### config.mk
export PLATFORM = sky130hd
export DESIGN_NAME = mul_div_unit
export DESIGN_NICKNAME = d
export VERILOG_FILES = /design/src/rtl/mul_div_unit.sv
export SDC_FILE = /design/constraint.sdc
export NUM_CORES = 1
export LEC_CHECK = 0
export ABC_AREA = 0
export CAP_MARGIN = 20
export CORE_MARGIN = 5
export CORE_UTILIZATION = 52
export CTS_CLUSTER_DIAMETER = 100
export DETAILED_ROUTE_END_ITERATION = 6
export HOLD_SLACK_MARGIN = 0.03
export PLACE_DENSITY = 0.78
export SKIP_LAST_GASP = 1
export SLEW_MARGIN = 20
export SYNTH_ARGS = -nofsm -noshare
export SYNTH_HDL_FRONTEND = slang
export SYNTH_SLANG_ARGS = --single-unit
export TNS_END_PERCENT = 10
### constraint.sdc
create_clock -name clock -period 3.3 [get_ports clock]
set_clock_uncertainty 0.1 [all_clocks]
set_input_delay 0.66 -clock clock [delete_from_list [all_inputs] [get_ports clock]]
set_output_delay 0.66 -clock clock [all_outputs]
set_load 0.005 [all_outputs]
### src/rtl/mul_div_unit.sv
// Iterative 32-bit multiply/divide unit with HI/LO result registers.
// Radix-2 shift-add multiply and restoring divide, one step per cycle on operand magnitudes.
module mul_div_unit (
  input  logic        clock,
  input  logic        reset,
  input  logic        start,
  input  logic [1:0]  op,
  input  logic [31:0] a,
  input  logic [31:0] b,
  input  logic        load_hi,
  input  logic        load_lo,
  input  logic [31:0] wdata,
  output logic        busy,
  output logic        done,
  output logic        div_by_zero,
  output logic [31:0] hi,
  output logic [31:0] lo
);

  localparam int unsigned W     = 32;
  localparam int unsigned CNT_W = 6;
  localparam logic [CNT_W-1:0] LAST_STEP = CNT_W'(W);

  typedef enum logic [1:0] {IDLE, CALC, DONE} state_e;

  state_e           state_q;
  logic [CNT_W-1:0] cnt_q;
  logic [2*W-1:0]   acc_q;
  logic [W-1:0]     opnd_q;
  logic             is_div_q;
  logic             neg_res_q;
  logic             neg_rem_q;
  logic             busy_q;
  logic             done_q;
  logic             dbz_q;
  logic [W-1:0]     hi_q;
  logic [W-1:0]     lo_q;

  logic             signed_op;
  logic             is_div_op;
  logic [W-1:0]     mag_a;
  logic [W-1:0]     mag_b;
  logic [2*W-1:0]   acc_d;
  logic [W-1:0]     hi_d;
  logic [W-1:0]     lo_d;
  logic [W:0]       mul_sum;
  logic [W:0]       rem_sh;
  logic [W+1:0]     diff;
  logic [2*W-1:0]   prod;

  // Operand decode and magnitudes; op[0]=1 selects the unsigned variants.
  always_comb begin
    signed_op = ~op[0];
    is_div_op = op[1];
    mag_a     = (signed_op && a[W-1]) ? W'(-a) : a;
    mag_b     = (signed_op && b[W-1]) ? W'(-b) : b;
  end

  // One radix-2 step; acc holds {partial, multiplier} or {remainder, dividend/quotient}.
  always_comb begin
    mul_sum = {1'b0, acc_q[2*W-1:W]} + {1'b0, (acc_q[0] ? opnd_q : W'(0))};
    rem_sh  = acc_q[2*W-1:W-1];
    diff    = {1'b0, rem_sh} - {2'b00, opnd_q};
    acc_d   = {mul_sum, acc_q[W-1:1]};
    if (is_div_q) begin
      if (!diff[W+1]) acc_d = {diff[W-1:0], acc_q[W-2:0], 1'b1};
      else            acc_d = {rem_sh[W-1:0], acc_q[W-2:0], 1'b0};
    end
  end

  // Sign correction of the final magnitudes.
  always_comb begin
    prod = neg_res_q ? (2*W)'(-acc_q) : acc_q;
    hi_d = prod[2*W-1:W];
    lo_d = prod[W-1:0];
    if (is_div_q) begin
      lo_d = neg_res_q ? W'(-acc_q[W-1:0])   : acc_q[W-1:0];
      hi_d = neg_rem_q ? W'(-acc_q[2*W-1:W]) : acc_q[2*W-1:W];
    end
  end

  always_ff @(posedge clock) begin
    if (reset) begin
      state_q   <= IDLE;
      cnt_q     <= '0;
      acc_q     <= '0;
      opnd_q    <= '0;
      is_div_q  <= 1'b0;
      neg_res_q <= 1'b0;
      neg_rem_q <= 1'b0;
      busy_q    <= 1'b0;
      done_q    <= 1'b0;
      dbz_q     <= 1'b0;
      hi_q      <= '0;
      lo_q      <= '0;
    end else begin
      done_q <= 1'b0;
      dbz_q  <= 1'b0;
      case (state_q)
        IDLE: begin
          if (start) begin
            if (is_div_op && (b == '0)) begin
              // Divide by zero completes immediately without iterating.
              hi_q    <= a;
              lo_q    <= '1;
              done_q  <= 1'b1;
              dbz_q   <= 1'b1;
              state_q <= DONE;
            end else begin
              acc_q     <= {W'(0), mag_a};
              opnd_q    <= mag_b;
              is_div_q  <= is_div_op;
              neg_res_q <= signed_op && (a[W-1] ^ b[W-1]);
              neg_rem_q <= signed_op && a[W-1];
              cnt_q     <= '0;
              busy_q    <= 1'b1;
              state_q   <= CALC;
            end
          end else begin
            if (load_hi) hi_q <= wdata;
            if (load_lo) lo_q <= wdata;
          end
        end
        CALC: begin
          if (cnt_q == LAST_STEP) begin
            hi_q    <= hi_d;
            lo_q    <= lo_d;
            busy_q  <= 1'b0;
            done_q  <= 1'b1;
            state_q <= DONE;
          end else begin
            acc_q <= acc_d;
            cnt_q <= cnt_q + CNT_W'(1);
          end
        end
        DONE:    state_q <= IDLE;
        default: state_q <= IDLE;
      endcase
    end
  end

  assign busy        = busy_q;
  assign done        = done_q;
  assign div_by_zero = dbz_q;
  assign hi          = hi_q;
  assign lo          = lo_q;

endmodule

Word level (Yosys, flattened, before mapping) --
Index checks and enable logic that the tools add are counted.
Storage, ports and cells: register bits 174, latch bits 0, memory bits (writable) 0, memory bits (read-only) 0, input port bits 103, output and inout bits 67, memories kept 0
Operators by class: add/subtract/negate cells 8, multipliers 0, div/mod/pow operators 0, order comparisons 0, equal/unequal tests 9, shift operators 0, mux-type cells 40, bitwise operators 4, reduce and logical (&&, ||, !) cells 14
Operator list (count):
- 32-bit two-way mux | 15
- 64-bit two-way mux | 6
- 32-bit negation | 4
- 32-bit case mux with 2 select lines | 2
- 64-bit case mux with 2 select lines | 1
- 64-bit negation | 1
- 33-bit by 32-bit subtractor with 34-bit output | 1
- 32-bit by 32-bit adder with 33-bit output | 1
- 32-bit logical NOT | 1
- 6-bit two-way mux | 3
- 4-bit AND reduction | 4
- 6-bit case mux with 2 select lines | 1
- 3-bit != test, second input constant | 3
- 2-bit != test, second input constant | 4
- 6-bit by 1-bit adder with 6-bit output, second input constant | 1
- 6-bit == test, second input constant | 1
- 1-bit two-way mux | 6
- 2-bit two-way mux | 3
- 1-bit logical AND | 4
- 1-bit case mux with 2 select lines | 2
- 2-bit case mux with 2 select lines | 1
- 1-bit NOT | 3
- 3-bit AND reduction | 1
- 2-bit by 1-bit == test with 1-bit output, second input constant | 1
- 5 further kinds | 5

Longest topological paths before layout --
Gate-level depths: netlist (run 1).
word-level depth 6, depth in mapped cells 14, mapped depth without buffers 13

Worst setup path before layout (run 1) --
No wires, ideal clock.
path type register to register, start reg acc_q[0], end reg acc_q[56], library setup time 0.075 ns, arrival 2.898 ns, data required time 3.125 ns, setup slack 0.227 ns, cell stages (with the launch flop) 14, path buffers 1, cells stage by stage dfxtp_1 > inv_1 > clkbuf_1 > nor2_1 > ha_1 > a21o_1 > a211oi_1 > o21ai_0 > o21ai_0 > a311oi_1 > a21o_1 > a41o_1 > mux2_2 > o21ai_0
Between the ends: longest elaborated chain between the ends 5
Ends and longest elaborated chain:
- from (decl) | RTL line 28 | logic [2*W-1:0] acc_q;
- from (signal assigned) | RTL line 110 | acc_q <= {W'(0), mag_a};
- 32-bit two-way mux | RTL line 61 | mul_sum = {1'b0, acc_q[2*W-1:W]} + {1'b0, (acc_q[0] ? opnd_q : W'(0))};
- 32-bit by 32-bit adder with 33-bit output | RTL line 61
- 64-bit two-way mux | RTL line 65 | if (is_div_q) begin
- 64-bit two-way mux | RTL line 125 | if (cnt_q == LAST_STEP) begin
- 64-bit case mux with 2 select lines | RTL line 99 | case (state_q)
Every way passes these cells. The select of a mux whose other input is x is not followed. A chain may end at the register's enable or synchronous reset.

Worst setup path after layout (run 1) --
Ends and elaborated chain as after synthesis.

==> results.md, run 1 <==
- Outcome: finished, final reports clean
- Syn Area/Cell: 7.345 um2
- CTS clk-pin slew, worst paths: 0.07 ns
- Final HPWL DP: 40.58 mm
- Crit. End Element: register
- Antenna violations before repair: 0
- Overflow after GRT: 0
- Worst Hold Margin: 0.3482 ns
- Number of port buffers: 169
- Die area: 31370 um2
- Skew-Pair Late Insertion Delay: 0.45 ns
- CP arrival: 3.53 ns
- Crit Path Class: reg -> reg
- Dpl cells: 2608
- Worst path cell trace: inv_1 -> buf_12 -> nor2_1 -> ha_1 -> a21o_1 -> a211oi_1 -> o21ai_0 -> o21ai_0 -> buf_4 -> a311oi_2 -> a21o_1 -> a41o_1 -> mux2_2 -> o21ai_0
- H-tree levels: 4
- Fin util: 67.12%
- Mapped Area: 14520 um2
- Worst hold path class: reg -> reg
- I/O pins: 170
- Period utilisation layout: 98.53%
- Fin nets: 2424
- Worst Path Required: 3.58 ns
- Maximum clock frequency: 0.3076 GHz
- Hold Crit Endpoint: lo[19]
- Core area: 27710 um2
- Chip Width: 177.1 um
- Startpoint Class: register
- DR vias/cell: 6.188
- Drt total wl: 52.84 mm
- Num CTS Buffers: 17
- Max-capacitance violation count: 0
- Highest-delay cell along the critical path: a211oi_1
- Reg-to-reg critical path startpoint: acc_q[0]
- Non-filler cells, final: 2640
- Bufs on Longest Clock Path: 2
- Number of global-route vias before repair: 15550
- CTS sink cnt: 174
- Row count: 61
- Hold buffers post-CTS: 0
- Post-synth EDFFs: 0
- HP Start: lo[19]
- Rel. slew slack: 29.43%
- Main flop type after synthesis: dfxtp_1
- Layout cells sized above 1: 13.26%
- Least-Margin Pin Slew: 1.055 ns
- IR drop worst, VDD: 0.3578 mV
- Routed vias: 16340
- Post-synthesis net count: 2152
- Total track usage: 32.56%
- Synth Warn #: 0
- Area delta synth->final: 28.07%
- Drt initial violations: 1805
- Detailed Routing Iterations Pass 1: 6
- RSZ-0062 raised after global routing: true
- Hold Path Depth: 2
- Number of synthesized register bits: 174
- Worst Path Max Fanout: 14
- DR WL/cell: 20.02 um
- Mapped Cells: 1977
- Post-synthesis sequential area ratio: 23.99%
- Flop-to-flop setup slack: 0.05 ns
- GPL Wtd Cong: 0.9811
- Post-layout min period: 3.251 ns
- Die height: 177.1 um
- Final setup fails: 0
- Hold Fails Final Rpt: 0
- Crit-path max cell delay: 0.38 ns
- Async SR Flop Fraction: 0%
- Slew Limit Fails: 0
- CP most frequent cell: o21ai_0
- First-pass GRT wire length: 82.13 mm
- R2R depth: 14
- Largest net degree at the start of global routing: 73
- CTS tree: built
- CTS root buf: clkbuf_16
- Synth cell types: 85
- Crit path max-delay family: compound AO/OA/AOI/OAI gates
- Worst r2r dst: acc_q[56]
- Leak: 7.562 nW
- Initial core utilization: 52.41%
- Buf/Inv on CP: 3
- Post-route ant nets: 0
- Ant. Diodes: 0
- Remaining DRCs: 0
- Pwr dens: 372.0 nW/um2
how the worst max path moves through the flow:
stage,from,slack [ns],end,cells past startpoint
2_1_floorplan,acc_q[0],0.23,acc_q[56],13
3_3_place_gp,a[5],-0.26,acc_q[27],9
3_5_place_dp,a[5],-0.35,acc_q[27],9
4_1_cts,acc_q[0],0.02,acc_q[63],13
5_1_grt,opnd_q[18],-0.07,acc_q[41],14
6_report,acc_q[0],0.05,acc_q[56],14
worst min-delay path, cell delays in order, from the launching register on:
cell and delay (ns):
dfxtp_1 0.31, nand2_1 0.05, a21oi_1 0.05
kinds of logic after synthesis:
family / after synthesis / share of synthesized area (%)
AO/OA/AOI/OAI: 629 / 28.12
buffers and inverters: 196 / 5.342
multiplexers: 66 / 4.558
XOR/XNOR: 171 / 10.31
flip-flops: 174 / 23.99
AND/OR/NAND/NOR: 669 / 21.37
adder cells (fa/ha/maj): 72 / 6.308
metrics by stage:
step	area, um2	setup slack, ns	setup TNS, ns	total power [mW]
global placement	17930	-0.2612	-20.26	4.770
detailed placement	17930	-0.3478	-31.90	4.810
CTS	18500	0.02441	0	6.866
finish	18600	0.04858	0	6.918
global route	18600	-0.06535	-0.3429	7.208
floorplan	14520	0.2268	0	3.797
cells in the final DEF, fill, tap and decap left out, drive strengths merged, types with 46 or more instances in the layout:
| cell | n |
|---|---|
| inv | 68 |
| ha | 70 |
| nand2 | 259 |
| nor2 | 196 |
| clkdlybuf4s50 | 167 |
| a211oi | 46 |
| a21oi | 199 |
| mux2i | 65 |
| o21ai | 130 |
| xor2 | 77 |
| o211ai | 63 |
| buf | 217 |
| xnor2 | 94 |
| dfxtp | 174 |
Yosys cell counts (5+ instances only):
cell type | instances | share of area, %
o21ai_1 | 6 | 0.21
a311oi_1 | 5 | 0.30
a211oi_1 | 45 | 2.3
o41ai_1 | 15 | 0.90
or2_2 | 6 | 0.26
ha_1 | 70 | 6.0
a31oi_1 | 13 | 0.56
inv_1 | 65 | 1.7
a21oi_1 | 198 | 6.8
a32o_1 | 9 | 0.62
nor2_1 | 194 | 5.0
o21a_1 | 6 | 0.31
xor2_1 | 77 | 4.6
and2_1 | 8 | 0.34
o311ai_0 | 20 | 1.2
clkbuf_1 | 99 | 2.6
nand2b_1 | 21 | 0.90
nor4_1 | 12 | 0.52
o221ai_1 | 14 | 0.84
a21o_1 | 29 | 1.5
o21ai_0 | 123 | 4.2
nor3b_1 | 5 | 0.26
mux2i_1 | 65 | 4.5
xnor2_1 | 94 | 5.7
or4_1 | 7 | 0.36
nand3_1 | 33 | 1.1
nand4_1 | 13 | 0.56
o31ai_1 | 23 | 1.2
a22oi_1 | 11 | 0.57
or3_1 | 18 | 0.78
o2111ai_1 | 5 | 0.30
nor2b_1 | 15 | 0.65
nor3_1 | 39 | 1.3
buf_2 | 19 | 0.65
and3_1 | 13 | 0.56
nand2_1 | 259 | 6.7
buf_1 | 10 | 0.26
o211ai_1 | 62 | 3.2
dfxtp_1 | 174 | 24
flip-flops by register name (all words and copies together) (netlist names):
| signal | cells |
|---|---|
| busy | 1 |
| acc_q | 64 |
| neg_res_q | 1 |
| is_div_q | 1 |
| lo | 32 |
| done | 1 |
| cnt_q | 6 |
| neg_rem_q | 1 |
| div_by_zero | 1 |
| state_q | 2 |
| hi | 32 |
| opnd_q | 32 |
final cells by class:
type / count / area [um2]
Sequential cell: 174 / 3488
Multi-Input combinational cell: 1607 / 10380
Clock inverter: 12 / 136.4
Timing Repair Buffer: 384 / 3440
Fill cell: 2380 / 9109
Tap cell: 378 / 473.0
Inverter: 65 / 244.0
Clock buffer: 20 / 436.7
routing by layer:
metal | up-vias | GRT usage (%) | part of all wire (%)
li1 | 7683 | - | -
met1 | 7646 | 40.35 | 40
met2 | 831 | 54.18 | 46
met3 | 176 | 4.871 | 8.0
met4 | 0 | 18.15 | 6.2
met5 | - | 0 | 0
what timing repair did:
item,4_1_cts,5_1_grt
resized for setup,1,21
endpoints found under the setup margin,3,39
buffers inserted,0,0
pin swaps,0,1
where the power goes:
| part | switching, mW | internal (mW) | leakage, nW |
|---|---|---|---|
| sequential | 0.181 | 2.27 | 1.43 |
| clock | 0.951 | 1.12 | 0.271 |
| combinational | 1.32 | 1.08 | 5.86 |
No activity file was read; power rests on OpenSTA's default activity.
==> run 2, diff against run 1 <==
--- a/config.mk
+++ b/config.mk
@@ -8,11 +8,11 @@
 export ABC_AREA = 0
 export CAP_MARGIN = 20
 export CORE_MARGIN = 5
-export CORE_UTILIZATION = 52
+export CORE_UTILIZATION = 55
 export CTS_CLUSTER_DIAMETER = 100
 export DETAILED_ROUTE_END_ITERATION = 6
 export HOLD_SLACK_MARGIN = 0.03
-export PLACE_DENSITY = 0.78
+export PLACE_DENSITY = 0.79
 export SKIP_LAST_GASP = 1
 export SLEW_MARGIN = 20
 export SYNTH_ARGS = -nofsm -noshare
==> constraint.sdc (replaced) <==
create_clock -name clock -period 4.01 [get_ports clock]
set_clock_uncertainty 0.1 [all_clocks]
set_input_delay 0.802 -clock clock [delete_from_list [all_inputs] [get_ports clock]]
set_output_delay 0.802 -clock clock [all_outputs]
set_load 0.005 [all_outputs]
==> run 2 against run 1 <==
Non-clock buffer count fell by 140. Critical path depth fell by 2. Setup slack improved by 0.36 ns. Power fell by 20%. Die area fell by 5.2%. Clock power fell by 15%. Count of clock-buffer cells in the layout fell by 2. Worst hold slack improved by 0.0082 ns. Via count fell by 3.9%. Wire length fell by 6.1%. Core utilization fell by 0.65 points. First-iteration DRC count fell by 5.8%. Critical path type unchanged. Critical endpoint is now acc_q[55]. Highest routed layer unchanged.
==> results.md, run 2 (synthesis gave the netlist of run 1 again) <==
- Outcome: finished, final reports clean
- Fin nets: 2284
- Final setup fails: 0
- Crit. End Element: register
- Filler instances: 2265
- CTS tree: built
- Initial core utilization: 55.72%
- Dpl cells: 2425
- First-pass GRT wire length: 77.07 mm
- Total track usage: 32.31%
- CTS root buf: clkbuf_16
- I/O pins: 170
- Drt total wl: 49.64 mm
- Pwr dens: 321.3 nW/um2
- Bufs on Longest Clock Path: 2
- Hold Fails Final Rpt: 0
- Number of global-route vias before repair: 14440
- Worst Path Required: 4.25 ns
- Max reg flops: 64
- Rel. slew slack: 41.06%
- CP arrival: 3.84 ns
- GPL Wtd Cong: 0.9773
- Startpoint Class: register
- Antenna violations before repair: 0
- IR drop worst, VDD: 0.2195 mV
- Met1 usage: 39.95%
- Number of gates resized after cts: 0
- Die area: 29750 um2
- Least-Margin Pin Slew: 0.8842 ns
- Core area: 26060 um2
- Overflow after GRT: 0
- Skew-Pair Late Insertion Delay: 0.45 ns
- Maximum clock frequency: 0.2774 GHz
- Routed vias: 15690
- Period utilisation layout: 89.89%
- Post-route ant nets: 0
- Layout cells sized above 1: 7.022%
- Commonest non-fill, non-tap cells in the layout: nand2_1, a21oi_1, nor2_1, dfxtp_1, clkdlybuf4s50_1
- Met2 Track Usage GR: 54.60%
- Crit Path Class: reg -> reg
- Max-capacitance violation count: 0
- Biggest register: acc_q
- Post-layout min period: 3.605 ns
- Most used routing layer: met2
- CTS sink cnt: 174
- Row count: 59
- Number of port buffers: 169
- Post-route worst setup slack: 0.4054 ns
- Hold buffers post-CTS: 0
- Fin util: 66.48%
- Chip Width: 172.5 um
- Commonest non-fill, non-tap cell in the layout: nand2_1
- RSZ-0062 raised after global routing: false
- DR WL/cell: 20.21 um
- Ant. Diodes: 0
- Leak: 6.864 nW
- Area delta synth->final: 19.30%
- Dpl ws: 0.02074 ns
- Drt initial violations: 1701
- Die height: 172.5 um
- Detailed Routing Iterations Pass 1: 6
- CTS clk-pin slew, worst paths: 0.08 ns
- Slew Limit Fails: 0
- Num CTS Buffers: 17
- Remaining DRCs: 0
- Worst Path Max Fanout: 9
- Worst hold path class: reg -> reg
- Non-filler cells, final: 2457
- DR vias/cell: 6.387
- Met3 Usage GRT: 4.870%
- Total negative setup slack: 0 ns
- Final HPWL DP: 38.36 mm
- Postcts setup bufs: 0
- Largest net degree at the start of global routing: 71
- H-tree levels: 4
run 2: final timing paths:
path	start	to	slack, ns	depth (start not counted)
worst max-delay path	acc_q[32]	acc_q[55]	0.41	12
worst min-delay path	hi[9]	hi[9]	0.36	2
worst max register to register	acc_q[32]	acc_q[55]	0.41	12
worst min register to register	hi[9]	hi[9]	0.36	2
run 2: final cells by class:
type / count / area [um2] / area share [%]
multi-input combinational: 1607 / 10290 / 59.43
sequential: 174 / 3487 / 20.13
timing repair buffer: 244 / 2272 / 13.12
clock buffer: 18 / 439.2 / 2.535
tap: 335 / 419.2 / 2.420
inverter: 65 / 244.0 / 1.408
clock inverter: 14 / 166.4 / 0.9606
run 2: report_power, final:
part           switching (mW)  total, mW  internal [mW]
combinational            1.03       1.80          0.763
clock                   0.847       1.76          0.910
sequential              0.147       2.01           1.86
total                    2.03       5.57           3.54
run 2: worst max-delay path, cell delays in order (launching register included):
cell and delay (ns):
dfxtp_1 0.55, ha_1 0.27, inv_1 0.06, fa_1 0.39, nand2b_1 0.20, a21oi_1 0.30, o211ai_1 0.24, a21boi_0 0.36
o21ai_0 0.24, o21ai_0 0.40, a21oi_1 0.13, a31oi_1 0.18, nand3_1 0.08
run 2: through the flow:
step / power [mW] / hold WS, ns / instance area (um2)
2_1_floorplan: 3.124 / 0.3319 / 14520
3_3_place_gp: 3.780 / 0.3386 / 16720
3_5_place_dp: 3.805 / 0.3456 / 16720
4_1_cts: 5.531 / 0.3566 / 17320
5_1_grt: 5.806 / 0.3703 / 17320
6_report: 5.566 / 0.3564 / 17320
run 2: metal layers:
metal  wire length (um)  vias to the layer above
met4               2768                        0
li1                   -                     7407
met5                  0                        -
met2              22780                      771
met3               4246                      154
met1              19850                     7361
==> run 3, diff against run 2 <==
--- a/config.mk
+++ b/config.mk
@@ -6,7 +6,6 @@
 export NUM_CORES = 1
 export LEC_CHECK = 0
 export ABC_AREA = 0
-export CAP_MARGIN = 20
 export CORE_MARGIN = 5
 export CORE_UTILIZATION = 55
 export CTS_CLUSTER_DIAMETER = 100
==> results of run 3 <==
Same layout as run 2: the final DEF is identical, and so are final timing and power.
